[src/rtl/pio_input_debounce.sv]
// pio_input_debounce: two-flop synchronizer plus per-bit debounce for PIO inputs; change capture built with PIO_INPUT_DEBOUNCE_CHANGE_CAPTURE_EN
module pio_input_debounce #(
   parameter int               WIDTH           = 8,
   parameter int               DEBOUNCE_CYCLES = 500000,
   parameter logic [WIDTH-1:0] RESET_VALUE     = '0
) (
   input  logic             clk,
   input  logic             reset,
   input  logic [WIDTH-1:0] raw_in,
   output logic [WIDTH-1:0] stable,
   output logic [WIDTH-1:0] change_mask,
   output logic             event_valid,
   input  logic             event_ack
);
   localparam int CW = $clog2(DEBOUNCE_CYCLES + 1);
   localparam logic [CW-1:0] LAST = CW'(DEBOUNCE_CYCLES - 1);
   logic [WIDTH-1:0] r_s1, r_s2, r_stable, w_flip;
   // two-flop synchronizer for the asynchronous pins
   always_ff @(posedge clk) begin
      if (reset) begin
         r_s1 <= RESET_VALUE;
         r_s2 <= RESET_VALUE;
      end else begin
         r_s1 <= raw_in;
         r_s2 <= r_s1;
      end
   end
   for (genvar i = 0; i < WIDTH; i++) begin : g_bit
      logic [CW-1:0] r_cnt;
      assign w_flip[i] = (r_s2[i] != r_stable[i]) && (r_cnt == LAST);
      // count consecutive cycles the synchronized level disagrees with the accepted one
      always_ff @(posedge clk) begin
         if (reset) r_cnt <= '0;
         else r_cnt <= (r_s2[i] == r_stable[i] || w_flip[i]) ? '0 : r_cnt + 1'b1;
      end
   end
   // accept a new level on every bit whose count has completed
   always_ff @(posedge clk) begin
      if (reset) r_stable <= RESET_VALUE;
      else r_stable <= r_stable ^ w_flip;
   end
   assign stable = r_stable;
`ifdef PIO_INPUT_DEBOUNCE_CHANGE_CAPTURE_EN
   logic [WIDTH-1:0] r_mask;
   // sticky record of transitions since the last ack; a flip landing with the ack is kept
   always_ff @(posedge clk) begin
      if (reset) r_mask <= '0;
      else r_mask <= event_ack ? w_flip : (r_mask | w_flip);
   end
   assign change_mask = r_mask;
   assign event_valid = |r_mask;
`else
   logic w_unused_ack;
   assign w_unused_ack = event_ack;
   assign change_mask  = '0;
   assign event_valid  = 1'b0;
`endif
endmodule

[config.mk]
export PLATFORM = sky130hd
export DESIGN_NAME = pio_input_debounce
export DESIGN_NICKNAME = d
export VERILOG_FILES = /design/src/rtl/pio_input_debounce.sv
export SDC_FILE = /design/constraint.sdc
export NUM_CORES = 1
export LEC_CHECK = 0
export ABC_AREA = 1
export BUFFER_PORTS_ARGS = -buffer_cell sky130_fd_sc_hd__buf_2
export CAP_MARGIN = 20
export CORE_MARGIN = 1.5
export CORE_UTILIZATION = 45
export CTS_CLUSTER_DIAMETER = 120
export DETAILED_ROUTE_END_ITERATION = 12
export GPL_TIMING_DRIVEN = 0
export MAX_ROUTING_LAYER = met4
export SYNTH_ARGS = -nofsm -noshare
export SYNTH_HDL_FRONTEND = slang
export SYNTH_SLANG_ARGS = --single-unit
[constraint.sdc]
create_clock -name clk -period 1.7 [get_ports clk]
set_input_delay 0.255 -clock clk [delete_from_list [all_inputs] [get_ports clk]]
set_output_delay 0.255 -clock clk [all_outputs]
set_load 0.02 [all_outputs]
==> impl_metrics.env <==
export IMPL_status="completed"
export IMPL_endpoint="g_bit[4].r_cnt[11]$_SDFF_PP0_"
export IMPL_ys_warn_count=0
export IMPL_wirelength_mm=16.4
export IMPL_reg2reg_from="g_bit[4].r_cnt[0]$_SDFF_PP0_"
export IMPL_diodes=0
export IMPL_grt_max_degree=17
export IMPL_slowest_delay_ns=0.37
export IMPL_synth_area_leaders="dfxtp_1, nor2_1, nand2_1"
export IMPL_rsz0062_at_grt="yes"
export IMPL_cp_arrival_ns=1.88
export IMPL_nets=1326
export IMPL_core_sq_mm=0.0188
export IMPL_drt_iter0_drc=338
export IMPL_synth_seq_cells=176
export IMPL_fin_crit_ns=1.57
export IMPL_fin_cells=1553
export IMPL_endpoint_kind="flip-flop"
export IMPL_ioPinCount=28
export IMPL_fin_worst_skew_ns=0.00796
export IMPL_std_cell_rows=50
export IMPL_top_layer_used="met4"
export IMPL_regToRegSetupSlack_ns=0.13
export IMPL_routed_wl_met3_um=430
export IMPL_path_cells="ha_1 > nand2_1 > nor2_4 > nand3_1 > nand2_2 > buf_6 > nor2_1"
export IMPL_hold_violations=0
export IMPL_port_buffers=17
export IMPL_drt_met1_wl_mm=8.41
export IMPL_yosysSeqAreaShare_pct=40.8
export IMPL_peakVddDrop_mv=0.690
export IMPL_grt_use_total_pct=17.8
export IMPL_syn_avg_cell_area_sq_um=6.84
export IMPL_area_delta_synth_final_pct=12.0
export IMPL_vias=7233
export IMPL_die_width_um=142
export IMPL_setup_ws_ns=0.131
export IMPL_dp_hpwl_mm=12.1
export IMPL_pre_cts_slack_ns=0.0898
export IMPL_grt_pass1_wl_mm=28.6
export IMPL_cts_tree="built"
export IMPL_clkTransAtPathRegs_ns=0.07
export IMPL_power_density_mw_per_mm2=862
export IMPL_async_flop_share_pct=0
export IMPL_critical_path_class="reg2reg"
export IMPL_ys_types=29
export IMPL_synth_cells=1263
export IMPL_synth_commonest_cells="nor2_1, nand2_1, dfxtp_1"
export IMPL_dpl_cell_count=1522
export IMPL_cts_setup_buffers=0
export IMPL_required_ns=2.01
export IMPL_path_delay_family="simple AND/OR/NAND/NOR gates"
export IMPL_worstSetupStartpointType="flip-flop"
export IMPL_htreeDepth=4
export IMPL_drt_wirelength_per_cell_um=10.5
export IMPL_hold_path_class="in2reg"
export IMPL_slew_viol_final=0
export IMPL_finalCritPeriodShare_pct=92.3
export IMPL_setup_violations_final=0
export IMPL_clock_sinks=176
export IMPL_clock_latency_ns=0.42
export IMPL_grt_pass1_vias=6428
export IMPL_cts_max_path_buffers=2
export IMPL_cp_depth=7
export IMPL_slowest_stage="dfxtp_1"
export IMPL_first_pass_iters=5
export IMPL_critPathBufInv=1
export IMPL_route_detailed_drc=0
export IMPL_max_cap_viol_count=0
export IMPL_routabilityCongestion=0.837
export IMPL_wl_met2_mm=7.41
export IMPL_cts_made_buffers=17
export IMPL_drive_above_1_share_pct=8.04
export IMPL_fill_cells=1897
export IMPL_dieArea_sq_mm=0.0200
export IMPL_synth_edf_count=0
export IMPL_timing_fmax_mhz=637
export IMPL_crit_path_start="g_bit[4].r_cnt[0]$_SDFF_PP0_"
export IMPL_hold_ws_ns=0.0299
export IMPL_r2r_cells=7
export IMPL_die_height_um=142
export IMPL_antenna_found_initial=0
export IMPL_cts_root_buffer="clkbuf_16"
export IMPL_synth_area_sq_mm=0.00863
export IMPL_antenna_left=0
export IMPL_total_power_mw=8.33
export IMPL_synth_most_common_cell="nor2_1"
export IMPL_yosysTopAreaCellShare_pct=40.8
export IMPL_ys_flop_type="dfxtp_1"
export IMPL_power_leakage_nw=3.32
export IMPL_start_util_pct=46.0
export IMPL_crit_fanout=10
export IMPL_grt_ovfl_total=0
export IMPL_reg2reg_to="g_bit[4].r_cnt[11]$_SDFF_PP0_"
export IMPL_vias_per_cell=4.66
export IMPL_synth_largest_area_cell="dfxtp_1"
placed cells by master, fill, tap and decap left out:
cell	n
nor3_1	12
inv_1	147
clkbuf_16	17
a21oi_1	39
nand3_2	6
clkbuf_1	1
buf_2	18
clkinvlp_4	3
or2_0	1
nor2_2	16
and2_1	4
nor2_4	5
clkbuf_8	4
buf_4	10
xor2_1	41
xnor2_1	43
nand4_1	23
nand2_4	5
nor3b_1	1
o21ai_0	5
nand3b_1	2
or2_2	2
nand3_1	91
dfxtp_1	176
buf_1	1
nand2_2	6
ha_1	8
conb_1	9
o21bai_1	7
nor2_1	322
buf_6	7
clkinv_2	2
clkinv_4	1
inv_2	1
nand2_1	280
bufinv_16	3
state kept, by name, summed over array words and instances, names as in the netlist, named ones only:
signal	count
r_s2	8
g_bit.r_cnt	152
r_s1	8
report_power, final:
part | leakage, nW | total [mW] | internal [mW] | switching (mW)
registers | 1.42 | 4.16 | 4.15 | 0.0123
logic | 1.61 | 0.147 | 0.0544 | 0.0929
clock network | 0.294 | 4.03 | 2.46 | 1.57
what timing repair did:
action                     CTS  global route
hold buffers                 0             0
setup endpoints to repair    0            28
resized for setup            0             3
kinds of logic (layout without fill, tap and decap cells):
| kind of cell | Yosys count | after routing | synth area share (%) |
|---|---|---|---|
| AO/OA/AOI/OAI | 51 | 51 | 3.16 |
| XOR/XNOR | 84 | 84 | 8.52 |
| adder cells (fa/ha/maj) | 8 | 8 | 1.16 |
| buffers and inverters | 167 | 215 | 8.32 |
| flip-flops | 176 | 176 | 40.8 |
| other | 1 | 9 | 0.0434 |
| AND/OR/NAND/NOR | 776 | 776 | 38.0 |
metrics by stage:
| stage | TNS (ns) | cell area [sq um] | util, % |
|---|---|---|---|
| 2_1_floorplan | 0 | 8660 | - |
| 3_3_place_gp | 0 | 9040 | 48.2 |
| 3_5_place_dp | 0 | 9040 | 48.2 |
| 4_1_cts | 0 | 9660 | 51.5 |
| 5_1_grt | -0.0543 | 9670 | 51.5 |
| 6_report | 0 | 9670 | 51.5 |
worst reg2reg max path, cell delays in order (launching register included):
cell,delay [ns]
dfxtp_1,0.37
ha_1,0.22
nand2_1,0.10
nor2_4,0.16
nand3_1,0.17
nand2_2,0.21
buf_6,0.18
nor2_1,0.05
worst min-delay path by stage:
stage	slack, ns	end	from	cells after the start
floorplan	0.36	r_s1[0]$_SDFF_PP0_	raw_in[0]	2
global placement	0.39	r_s2[7]$_SDFF_PP0_	r_s1[7]$_SDFF_PP0_	2
detailed placement	0.39	r_s2[1]$_SDFF_PP0_	r_s1[1]$_SDFF_PP0_	2
CTS	0.01	r_s1[6]$_SDFF_PP0_	raw_in[6]	3
global route	0.02	r_s1[4]$_SDFF_PP0_	raw_in[4]	3
finish	0.03	r_s1[6]$_SDFF_PP0_	raw_in[6]	3
metal layers:
metal / track usage (%) / up-vias
li1: - / 3963
met1: 23.0 / 3191
met2: 28.1 / 71
met3: 3.95 / 8
met4: 4.77 / 0
met5: - / -
final cells by class:
| class | instances | area [sq um] | share of cell area (%) |
|---|---|---|---|
| Multi-Input combinational cell | 928 | 4440 | 45.9 |
| Sequential cell | 176 | 3520 | 36.4 |
| Inverter | 148 | 556 | 5.74 |
| Clock buffer | 22 | 484 | 5.01 |
| Tap cell | 234 | 293 | 3.03 |
| Buffer | 19 | 163 | 1.68 |
| Clock inverter | 9 | 131 | 1.36 |
| Timing Repair Buffer | 17 | 85.1 | 0.880 |
Note: power is estimated with default switching activity, not from simulation.
